[config.mk]
export PLATFORM = sky130hd
export DESIGN_NAME = instruction_fetch_unit
export DESIGN_NICKNAME = d
export VERILOG_FILES = /design/src/rtl/instruction_fetch_unit_pkg.sv /design/src/rtl/instruction_fetch_unit_program_counter.sv /design/src/rtl/instruction_fetch_unit.sv
export SDC_FILE = /design/constraint.sdc
export NUM_CORES = 1
export LEC_CHECK = 0
export ABC_AREA = 1
export BUFFER_PORTS_ARGS = -buffer_cell sky130_fd_sc_hd__buf_2
export CAP_MARGIN = 10
export CORE_MARGIN = 2
export CORE_UTILIZATION = 53
export DETAILED_ROUTE_END_ITERATION = 6
export PLACE_DENSITY = 0.93
export SETUP_SLACK_MARGIN = 0.02
export SYNTH_ARGS = -nofsm -noshare
export SYNTH_HDL_FRONTEND = slang
export SYNTH_SLANG_ARGS = --single-unit
[constraint.sdc]
create_clock -name Clk -period 4.8 [get_ports Clk]
set_clock_uncertainty 0.1 [all_clocks]
set_input_delay 0.96 -clock Clk [delete_from_list [all_inputs] [get_ports Clk]]
set_output_delay 0.96 -clock Clk [all_outputs]
set_load 0.03 [all_outputs]
[src/rtl/instruction_fetch_unit_pkg.sv]
// Shared processor definitions for the fetch stage: FSM state encoding,
// the NOP word loaded into IF/ID on bubbles, and the sequential PC step.
package instruction_fetch_unit_pkg;

  typedef enum logic [1:0] {
    ST_START  = 2'd0,
    ST_RUN    = 2'd1,
    ST_HALTED = 2'd2
  } fetch_state_t;

  localparam logic [31:0] NOP_WORD = 32'h0000_0000;
  localparam logic [31:0] PC_INCR  = 32'd4;

endpackage

[src/rtl/instruction_fetch_unit_program_counter.sv]
// Program counter register with load / increment / hold.
// Ports:
//   i_clk, i_rst   clock, asynchronous active-high reset (to RESET_PC)
//   i_load        load i_target (takes priority over i_incr)
//   i_target      word-aligned load value
//   i_incr        advance by PC_INCR, modulo 2^32
//   o_pc          current PC
module program_counter
  import instruction_fetch_unit_pkg::*;
#(
  parameter logic [31:0] RESET_PC = 32'h0000_0000
) (
  input  logic        i_clk,
  input  logic        i_rst,
  input  logic        i_load,
  input  logic [31:0] i_target,
  input  logic        i_incr,
  output logic [31:0] o_pc
);

  logic [31:0] r_pc;

  always_ff @(posedge i_clk or posedge i_rst) begin
    if (i_rst) begin
      r_pc <= RESET_PC;
    end else if (i_load) begin
      r_pc <= i_target;
    end else if (i_incr) begin
      r_pc <= r_pc + PC_INCR;
    end
  end

  assign o_pc = r_pc;

endmodule

[src/rtl/instruction_fetch_unit.sv]
// Instruction fetch stage: drives the external instruction memory address
// from the PC and captures the returned word into the IF/ID register.
// Ports:
//   Clk, Reset           clock, asynchronous active-high reset
//   Stall                hold PC and IF/ID
//   Halt                 stop fetching until Reset
//   RedirectValid/Target taken branch/jump (target low bits cleared)
//   ImemAddress          byte address to memory (= PC)
//   ImemInstruction      memory word for ImemAddress, same cycle
//   IF_ID_*              registered instruction, PC+4, valid flag
//   FetchCount           instructions delivered to IF/ID
//   MisalignErr          sticky: redirect target not word aligned
//   RangeErr             sticky: fetch beyond IMEM_WORDS*4 bytes
module instruction_fetch_unit
  import instruction_fetch_unit_pkg::*;
#(
  parameter logic [31:0] RESET_PC   = 32'h0000_0000,
  parameter int unsigned IMEM_WORDS = 1024
) (
  input  logic        Clk,
  input  logic        Reset,
  input  logic        Stall,
  input  logic        Halt,
  input  logic        RedirectValid,
  input  logic [31:0] RedirectTarget,
  output logic [31:0] ImemAddress,
  input  logic [31:0] ImemInstruction,
  output logic [31:0] IF_ID_Instruction,
  output logic [31:0] IF_ID_PCPlus4,
  output logic        IF_ID_Valid,
  output logic [31:0] FetchCount,
  output logic        MisalignErr,
  output logic        RangeErr
);

  localparam int unsigned ADDR_BITS = $clog2(IMEM_WORDS) + 2;

  fetch_state_t r_state;
  logic [31:0]  r_instr;
  logic [31:0]  r_pc_plus4;
  logic         r_valid;
  logic [31:0]  r_count;
  logic         r_misalign;
  logic         r_range;

  logic [31:0]  w_pc;
  logic [31:0]  w_pc_plus4;
  logic [31:0]  w_target;
  logic         w_run;
  logic         w_pc_load;
  logic         w_pc_incr;
  logic         w_in_range;

  assign w_run      = (r_state == ST_RUN);
  assign w_pc_load  = w_run && !Halt && RedirectValid;
  assign w_pc_incr  = w_run && !Halt && !RedirectValid && !Stall;
  assign w_target   = {RedirectTarget[31:2], 2'b00};
  assign w_pc_plus4 = w_pc + PC_INCR;
  // PC is in range when no bits at or above the memory byte-address width are set.
  assign w_in_range = (ADDR_BITS >= 32) ? 1'b1 : ((w_pc >> ADDR_BITS) == '0);

  program_counter #(
    .RESET_PC (RESET_PC)
  ) u_pc (
    .i_clk    (Clk),
    .i_rst    (Reset),
    .i_load   (w_pc_load),
    .i_target (w_target),
    .i_incr   (w_pc_incr),
    .o_pc     (w_pc)
  );

  always_ff @(posedge Clk or posedge Reset) begin
    if (Reset) begin
      r_state    <= ST_START;
      r_instr    <= NOP_WORD;
      r_pc_plus4 <= '0;
      r_valid    <= 1'b0;
      r_count    <= '0;
      r_misalign <= 1'b0;
      r_range    <= 1'b0;
    end else begin
      case (r_state)
        ST_START: begin
          r_state <= ST_RUN;
          r_valid <= 1'b0;
        end
        ST_RUN: begin
          if (Halt) begin
            r_state <= ST_HALTED;
            r_valid <= 1'b0;
          end else if (RedirectValid) begin
            r_instr <= NOP_WORD;
            r_valid <= 1'b0;
            if (RedirectTarget[1:0] != 2'b00) begin
              r_misalign <= 1'b1;
            end
          end else if (!Stall) begin
            if (w_in_range) begin
              r_instr    <= ImemInstruction;
              r_pc_plus4 <= w_pc_plus4;
              r_valid    <= 1'b1;
              r_count    <= r_count + 32'd1;
            end else begin
              // Out-of-range fetch becomes a bubble; PC+4 register left untouched.
              r_instr <= NOP_WORD;
              r_valid <= 1'b0;
              r_range <= 1'b1;
            end
          end
        end
        ST_HALTED: begin
          r_valid <= 1'b0;
        end
        default: begin
          r_state <= ST_START;
          r_valid <= 1'b0;
        end
      endcase
    end
  end

  assign ImemAddress       = w_pc;
  assign IF_ID_Instruction = r_instr;
  assign IF_ID_PCPlus4     = r_pc_plus4;
  assign IF_ID_Valid       = r_valid;
  assign FetchCount        = r_count;
  assign MisalignErr       = r_misalign;
  assign RangeErr          = r_range;

endmodule

==> results of run 1 <==
[cell type report]
class / instances / area (um2)
inverters: 78 / 295
flip-flops and latches: 129 / 3230
clock inverters: 10 / 159
multi-input cells: 719 / 3150
fillers: 1079 / 4150
well taps: 172 / 215
clock buffers: 21 / 460
repair buffers: 199 / 1010
[worst max path at each step]
| stage | start | to | slack [ps] |
|---|---|---|---|
| 3_3_place_gp | RedirectValid | FetchCount[0]$_DFFE_PP0P_ | 1900 |
| 4_1_cts | RedirectValid | FetchCount[0]$_DFFE_PP0P_ | 2270 |
| 3_5_place_dp | RedirectValid | FetchCount[0]$_DFFE_PP0P_ | 1840 |
| 6_report | RedirectValid | FetchCount[0]$_DFFE_PP0P_ | 2280 |
| 2_1_floorplan | Reset | FetchCount[0]$_DFFE_PP0P_ | 300 |
| 5_1_grt | u_pc.o_pc[28]$_DFFE_PP0P_ | FetchCount[0]$_DFFE_PP0P_ | 2060 |
[worst reg2reg max path, delay by kind of cell (launching register included)]
family / cells / cell delay, ps
xor+xnor: 1 / 170
buf+inv: 2 / 510
flops: 1 / 430
simple gates: 4 / 1170
[sequential cells by signal, indices dropped and copies added (netlist names)]
name and count:
IF_ID_Valid 1, IF_ID_Instruction 32, IF_ID_PCPlus4 30, MisalignErr 1, r_state 2, RangeErr 1, FetchCount 32, u_pc.o_pc 30
[report_power, final]
part	internal, mW	leakage, nW	switching, mW	total (mW)
Clock	0.891	0.299	0.473	1.36
Sequential	1.22	1.64	0.186	1.40
Combinational	0.281	2.45	0.667	0.948
Total	2.39	4.39	1.33	3.72
[stage by stage]
stage          total power [mW]  setup slack [ps]
6_report                   3.72              2280
5_1_grt                    3.92              2060
4_1_cts                    3.72              2270
3_5_place_dp               2.36              1840
3_3_place_gp               2.34              1900
2_1_floorplan              2.08               299
[layer usage]
| layer | vias up | GRT usage [%] | share of wire [%] |
|---|---|---|---|
| li1 | 3344 | - | - |
| met1 | 3075 | 34.3 | 42 |
| met2 | 321 | 43.4 | 47 |
| met3 | 52 | 6.03 | 7.5 |
| met4 | 4 | 12.1 | 3.0 |
| met5 | - | 0 | 0.13 |
[placed cells by master, fill, tap and decap left out, types with 3 or more instances in the layout]
master | netlist | final
o21ai_1 | 29 | 29
nand2_2 | 4 | 4
dfrtp_1 | 129 | 129
inv_1 | 73 | 72
buf_4 | 7 | 4
conb_1 | 1 | 4
xnor2_1 | 10 | 10
nor2_1 | 136 | 136
clkbuf_16 | 0 | 17
nand2_1 | 382 | 382
o21ai_0 | 53 | 53
nor2_2 | 9 | 9
inv_2 | 3 | 3
nand2_4 | 4 | 4
nand3_2 | 3 | 3
buf_2 | 10 | 195
a21oi_1 | 4 | 4
xor2_1 | 8 | 8
nand3b_1 | 14 | 14
nor2_4 | 3 | 3
o22ai_1 | 4 | 4
clkinv_2 | 0 | 3
nand3_1 | 44 | 44
bufinv_16 | 0 | 4
[kinds of logic (layout without fill, tap and decap cells)]
kind of cell    Yosys count  after routing  synth area share, %
other cells               1              4               0.0543
compound gates           92             92                 6.81
flops                   129            129                 46.8
buf+inv                 110            308                 7.74
simple gates            603            603                 36.0
xor+xnor                 18             18                 2.28
fa+ha+maj                 2              2                0.362
==> out/metrics.cfg, run 1 <==
[sta]
final_max_slew_viol_count = 0
fin_crit_sh_pct = 52.5
max-slew-margin-rel_pct = 31.0
worst_slew_pin_slew_ps = 1030
setup_viol = 0
final_hold_viol_count = 0
holdWs_ps = 375
period_minus_slack_ps = 2520
max_freq_ghz = 0.397
fin_tns_setup_ps = 0
rsz0062_at_grt = no

[worst_setup_path]
r2r_setup_slack_ps = 2330
critPathLaunchType = input pin
cp_max_fo = 50
cp.required_ps = 5040
reg2regPathDepth = 7
crit_type = in2reg
slowest_delay_ps = 810
cp_num_buf_inv = 2
arrival_ps = 2760
cp_slowest_cell = nor2_4
path_delay_family = simple AND/OR/NAND/NOR gates
worstPathCellList = buf_2 -> nor2_1 -> nand2_4 -> nor2_4 -> buf_4 -> xor2_1
cp-end-kind = flip-flop
reg2reg_to = FetchCount[0]$_DFFE_PP0P_
crit_cells = 6
r2r-start = u_pc.o_pc[15]$_DFFE_PP0P_

[synthesis]
ys.flop_type = dfrtp_1
synth_top_cells_by_count = 382 x nand2_1, 136 x nor2_1, 129 x dfrtp_1
synth-seq-area-share_pct = 46.8
ys_seq_elements = 129
synthCells = 955
synth.top_cell.area_share_pct = 46.8
async_flop_share_pct = 100
syn_area_um2 = 6900
synth_edf_count = 0
ys_types = 29
synth_most_common_cell = nand2_1
ys_warn_count = 0
yosysTopAreaCell = dfrtp_1
synth_area_leaders = dfrtp_1 47%, nand2_1 21%, nor2_1 7.4%
syn_area_per_cell_um2 = 7.23

[power]
p_leak_nw = 4.39
max-vdd-ir-drop_mv = 0.341
powerDensity_nw_per_um2 = 436

[cts]
clk_latency_ps = 420
cts.sinks = 129
cts_buffers = 17
post_cts_resized = 0
cts_hold_buf = 0
cts.path.max_buffers = 2
cts_tree = done
cts_setup_buffers = 0
clk_pin_slew_ps = 50
cts-root-buf = clkbuf_16
cts_max_level = 4

[global_route]
antenna_found_initial = 2
grt-ovfl-total = 0
grtUsageTotal_pct = 26.8
grt_pass1_wl_mm = 30.0
grt_pass1_vias = 6319
grt_max_degree = 76

[floorplan]
die_x_um = 118
die_h_um = 118
dieArea_um2 = 14000
core_area_um2 = 12700
rows = 41
start_util_pct = 54.5
io_pins = 200

[drt]
ant_nets = 0
wire_per_inst_um = 13.7
via_per_inst = 5.12
dr.pass1.iters = 7
wirelength_mm = 18.1
drc_errors = 0
via_count = 6796
drt_iter0_markers = 572

[place]
dp_hpwl_mm = 13.1
dp_cells = 1297
postPlaceCellArea_um2 = 7900
io_buffers = 195
gp_congestion = 0.947

[run]
drv_cap = 0

[finish]
num_antenna_cells = 0
fin_cells = 1328
fin_area_um2 = 8520
num-nets-final = 1215
drive_gt1_share_pct = 22.1
synthToLayoutAreaGrowth_pct = 23.4
utilization_pct = 67.2

[hold_path]
min_to = RangeErr$_DFFE_PP0P_
min_from = RangeErr$_DFFE_PP0P_
hold_class = reg2reg
hold_depth = 1

[run_status]
status = completed

Power figures use the tool's default switching activity.
==> run 2, diff against run 1 <==
- clock period: 4.8 -> 2.5 ns (I/O delays scaled with it)
==> out/metrics.cfg, run 2 (synthesis gave the netlist of run 1 again) <==
[global_route]
grtUsageTotal_pct = 27.3
grt_pass1_vias = 6406
grt_max_degree = 68
antenna_found_initial = 0
grt-ovfl-total = 0
grt_pass1_wl_mm = 30.4

[power]
total_power_mw = 7.38
powerDensity_nw_per_um2 = 858
p_leak_nw = 4.43
max-vdd-ir-drop_mv = 0.788

[sta]
setup_ws_ps = 437
setup_viol = 0
period_minus_slack_ps = 2060
rsz0062_at_grt = no
final_max_slew_viol_count = 0
worst_slew_pin_slew_ps = 952
final_hold_viol_count = 0
fin_tns_setup_ps = 0
max-slew-margin-rel_pct = 36.4
fin_crit_sh_pct = 82.5
max_freq_ghz = 0.485

[worst_setup_path]
cp_num_buf_inv = 2
cp_slowest_cell = buf_4
crit_cells = 9
arrival_ps = 2270
reg2regPathDepth = 9
cp-end-kind = flip-flop
cp.required_ps = 2710
r2r-start = r_state[1]$_DFFE_PP0P_
cp_max_fo = 55
critPathLaunchType = flip-flop
path_delay_family = simple AND/OR/NAND/NOR gates
crit_type = reg2reg
slowest_delay_ps = 460
crit_path_start = r_state[1]$_DFFE_PP0P_
worstPathCellList = inv_1 -> nand2_1 -> nor2_4 -> nand2_4 -> nand2_2 -> buf_4 -> o21ai_0 -> a21oi_1 -> nor2_1

[drt]
via_per_inst = 5.14
wirelength_mm = 18.4
dr.pass1.iters = 6
via_count = 6841
drt_iter0_markers = 600
wire_per_inst_um = 13.8
drc_errors = 0
ant_nets = 0

[floorplan]
start_util_pct = 54.5
rows = 41
io_pins = 200
die_h_um = 118
die_x_um = 118
dieArea_um2 = 14000
core_area_um2 = 12700

[place]
gp_congestion = 0.947
dp_cells = 1299
dp_hpwl_mm = 13.0
io_buffers = 195
dp_slack_ps = 306

[finish]
num_antenna_cells = 0
multi_input_area_um2 = 3150
fin_cells = 1331
fillerInstances = 1090
final_cell_mix = 382 x nand2_1, 195 x buf_2, 136 x nor2_1
drive_gt1_share_pct = 22.2
layout_commonest_cell = nand2_1
regArea_um2 = 3230
synthToLayoutAreaGrowth_pct = 24.6
num-nets-final = 1217

[run_status]
status = completed

[cts]
cts_hold_buf = 0
clk_pin_slew_ps = 60
cts_tree = done
cts-root-buf = clkbuf_16
cts.path.max_buffers = 2
cts_setup_buffers = 0
cts_buffers = 17
cts_max_level = 4
cts.sinks = 129
post_cts_resized = 0
clk_latency_ps = 420

[run]
drv_cap = 0

[hold_path]
hold_class = in2async

-- run 2: cell types whose count changed in the layout (fill, tap and decap cells not counted) --
cell / before / now
buf_4: 4 / 5
clkbuf_1: 2 / 3
bufinv_16: 4 / 6
clkinv_2: 3 / 1
buf_12: 0 / 1
inv_4: 1 / 0
clkbuf_8: 2 / 3
-- run 2: layer usage --
metal | part of all wire [%] | vias to the layer above | track usage [%]
li1 | - | 3333 | -
met1 | 41 | 3141 | 34.5
met2 | 49 | 313 | 44.6
met3 | 7.2 | 54 | 6.42
met4 | 3.0 | 0 | 12.0
met5 | 0 | - | 0
-- run 2: area by class of cell --
cell class                      count  area share (%)
Inverter                           78            3.45
Timing Repair Buffer              201            12.0
Tap cell                          172            2.50
Clock inverter                      9            2.34
Multi-Input combinational cell    719            36.6
Clock buffer                       23            5.55
Sequential cell                   129            37.5
-- run 2: worst paths after layout --
path / endpoint / slack (ps)
worst max-delay path: u_pc.o_pc[4]$_DFFE_PP0P_ / 440
worst min-delay path: IF_ID_PCPlus4[17]$_DFFE_PP0P_ / 110
worst max register to register: u_pc.o_pc[4]$_DFFE_PP0P_ / 440
worst min register to register: IF_ID_PCPlus4[12]$_DFFE_PP0P_ / 370
max in group asynchronous: IF_ID_Instruction[25]$_DFFE_PP0P_ / 1650
min in group Clk: u_pc.o_pc[22]$_DFFE_PP0P_ / 190
-- run 2: report_power, final --
part           internal (mW)  switching (mW)
Combinational          0.542            1.30
Clock                   1.95           0.896
Sequential              2.34           0.356
Total                   4.83            2.55
-- run 2: tightest hold or removal path, stage by stage --
cell,delay [ps]
buf_2,110
clkinvlp_4,70
buf_4,360
-- run 2: metrics by stage --
step | cell area, um2 | utilization [%] | hold slack, ps
global route | 8610 | 67.9 | 135
floorplan | 6920 | - | 335
CTS | 8610 | 67.9 | 108
detailed placement | 7930 | 62.6 | 358
global placement | 7930 | 62.6 | 351
finish | 8610 | 67.9 | 110
==> run 3, diff against run 2 <==
- ABC_AREA: 1 -> 0
- CORE_UTILIZATION: 53 -> 51
- clock period: 2.5 -> 1.9 ns (I/O delays scaled with it)
==> out/metrics.cfg, run 3 <==
[run_status]
status = finished with violations
violations = DRC, setup timing

[floorplan]
core_area_um2 = 11500
dieArea_um2 = 12700
die_h_um = 113
io_pins = 200
die_x_um = 113
start_util_pct = 52.5
rows = 39

[sta]
worst_slew_pin_slew_ps = 543
final_max_slew_viol_count = 0
setup_ws_ps = -159
max-slew-margin-rel_pct = 63.6
fin_tns_setup_ps = -4640
fin_crit_sh_pct = 108
setup_viol = 87
period_minus_slack_ps = 2060
max_freq_ghz = 0.486
rsz0062_at_grt = yes
final_hold_viol_count = 0
holdWs_ps = 67.7

[place]
gp_congestion = 0.955
dp_cells = 967
dp_hpwl_mm = 12.6
postPlaceCellArea_um2 = 7880
io_buffers = 195
dp_slack_ps = -160

[synthesis]
syn_area_per_cell_um2 = 10.7
synth_top_cells_by_count = 129 x dfrtp_1, 40 x a21oi_1, 35 x nand2_1
syn_area_um2 = 6050
synth-seq-area-share_pct = 53.4
ys_types = 60
synthCells = 567
ys_seq_elements = 129
ys.flop_type = dfrtp_1
synth_most_common_cell = dfrtp_1
synth_edf_count = 0
synth_area_leaders = dfrtp_1 53%, a22o_1 4.6%, xnor2_1 4.5%
yosysTopAreaCell = dfrtp_1
async_flop_share_pct = 100
ys_warn_count = 0
synth.top_cell.area_share_pct = 53.4

[global_route]
grt_pass1_vias = 5738
grt_max_degree = 80
grtUsageTotal_pct = 28.9
grt-ovfl-total = 0
antenna_found_initial = 0
grt_pass1_wl_mm = 29.0

[worst_setup_path]
cp.required_ps = 2100
cp-end-kind = flip-flop
worstPathCellList = nor4_4 -> nand4_1 -> nor4_4 -> nand4_1 -> xnor2_1
reg2regPathDepth = 5
crit_type = reg2reg
cp_max_fo = 5
r2r-start = u_pc.o_pc[27]$_DFFE_PP0P_
critPathLaunchType = flip-flop
arrival_ps = 2260
r2r_setup_slack_ps = -160
cp_slowest_cell = dfrtp_1
slowest_delay_ps = 440
reg2reg_to = FetchCount[28]$_DFFE_PP0P_

[drt]
via_count = 6175
drt_iter0_markers = 640
wirelength_mm = 21.2
drc_errors = 26
via_per_inst = 5.98
wire_per_inst_um = 20.5
dr.pass1.iters = 7
ant_nets = 0

[power]
max-vdd-ir-drop_mv = 0.950
p_leak_nw = 4.66
powerDensity_nw_per_um2 = 1160
total_power_mw = 10.7

[hold_path]
hold_class = in2reg
min_from = ImemInstruction[12]
hold_depth = 2
min_to = IF_ID_Instruction[12]$_DFFE_PP0P_

[run]
drv_cap = 0

[cts]
cts_tree = done
cts_max_level = 4
cts-root-buf = clkbuf_16
clk_latency_ps = 420
cts.path.max_buffers = 2
cts.sinks = 129
clk_pin_slew_ps = 60
cts_buffers = 17

[finish]
layout_commonest_cell = buf_2
fin_area_um2 = 9170
multi_input_area_um2 = 2960
final_cell_mix = 195 x buf_2, 127 x dfrtp_1, 100 x buf_4
utilization_pct = 79.6
drive_gt1_share_pct = 48.8
num-nets-final = 946
fin_cells = 1032
regArea_um2 = 3230
synthToLayoutAreaGrowth_pct = 51.6
fillerInstances = 703

[run 3: changes by cell type in the layout (fill, tap and decap cells not counted), moves of 19 or more]
| cell | previous run | this run |
|---|---|---|
| a21oi_1 | 4 | 36 |
| a22o_1 | 0 | 32 |
| buf_4 | 5 | 100 |
| inv_1 | 72 | 12 |
| nand2_1 | 382 | 30 |
| nand3_1 | 44 | 18 |
| nor2_1 | 136 | 26 |
| nor2b_1 | 0 | 19 |
| o21ai_0 | 53 | 18 |
| o21ai_1 | 29 | 3 |
| xnor2_1 | 10 | 30 |
[run 3: final cells by class]
cell class	count	area share, %
multi-input combinational	391	32.3
clock buffer	17	4.64
tap	143	1.95
antenna	1	0.0273
sequential	129	35.2
clock inverter	15	1.61
timing repair buffer	322	23.6
inverter	14	0.614
[run 3: cells by family (layout without fill, tap and decap cells)]
| logic type | count (synthesis) | in the layout | synth area share [%] |
|---|---|---|---|
| AOI/OAI and AO/OA | 134 | 134 | 15.0 |
| other | 1 | 5 | 0.0620 |
| adders and majority gates | 2 | 2 | 0.414 |
| and+or+nand+nor | 207 | 207 | 21.1 |
| xor gates and xnor gates | 40 | 40 | 5.79 |
| muxes | 4 | 4 | 0.704 |
| buffers and inverters | 50 | 368 | 3.54 |
| DFF | 129 | 129 | 53.4 |
[run 3: power breakdown]
group / internal, mW / switching, mW / leakage, nW
combinational: 1.54 / 2.43 / 2.67
clock: 1.84 / 1.35 / 0.274
sequential: 3.08 / 0.421 / 1.72
[run 3: worst max-delay path by stage]
stage / start / endpoint / slack [ps] / cells after the start
floorplan: u_pc.o_pc[2]$_DFFE_PP0P_ / u_pc.o_pc[30]$_DFFE_PP0P_ / -300 / 7
global placement: Halt / u_pc.o_pc[30]$_DFFE_PP0P_ / -130 / 6
detailed placement: Halt / u_pc.o_pc[28]$_DFFE_PP0P_ / -160 / 6
CTS: u_pc.o_pc[16]$_DFFE_PP0P_ / FetchCount[28]$_DFFE_PP0P_ / -110 / 5
global route: u_pc.o_pc[20]$_DFFE_PP0P_ / FetchCount[30]$_DFFE_PP0P_ / -230 / 6
finish: u_pc.o_pc[27]$_DFFE_PP0P_ / FetchCount[28]$_DFFE_PP0P_ / -160 / 5
[run 3: critical path: cells and delay by family, from the launching register on]
family | cells | cell delay (ps)
DFF | 1 | 440
and+or+nand+nor | 4 | 1240
xor gates and xnor gates | 1 | 160
[run 3: timing repair]
action,4_1_cts,5_1_grt
buffers inserted,5,20
hold buffers,1,0
resized for setup,27,61
cloned,0,6
setup endpoints to repair,51,103
hold endpoints to repair,50,0
pin swaps,11,21
[run 3: per-layer routing]
| metal | vias to the layer above | global-route usage (%) | routed length, um |
|---|---|---|---|
| met1 | 2939 | 36.9 | 7940 |
| li1 | 2682 | - | - |
| met5 | - | 0 | 0 |
| met4 | 0 | 14.0 | 1150 |
| met2 | 435 | 47.5 | 10200 |
| met3 | 119 | 5.89 | 1880 |
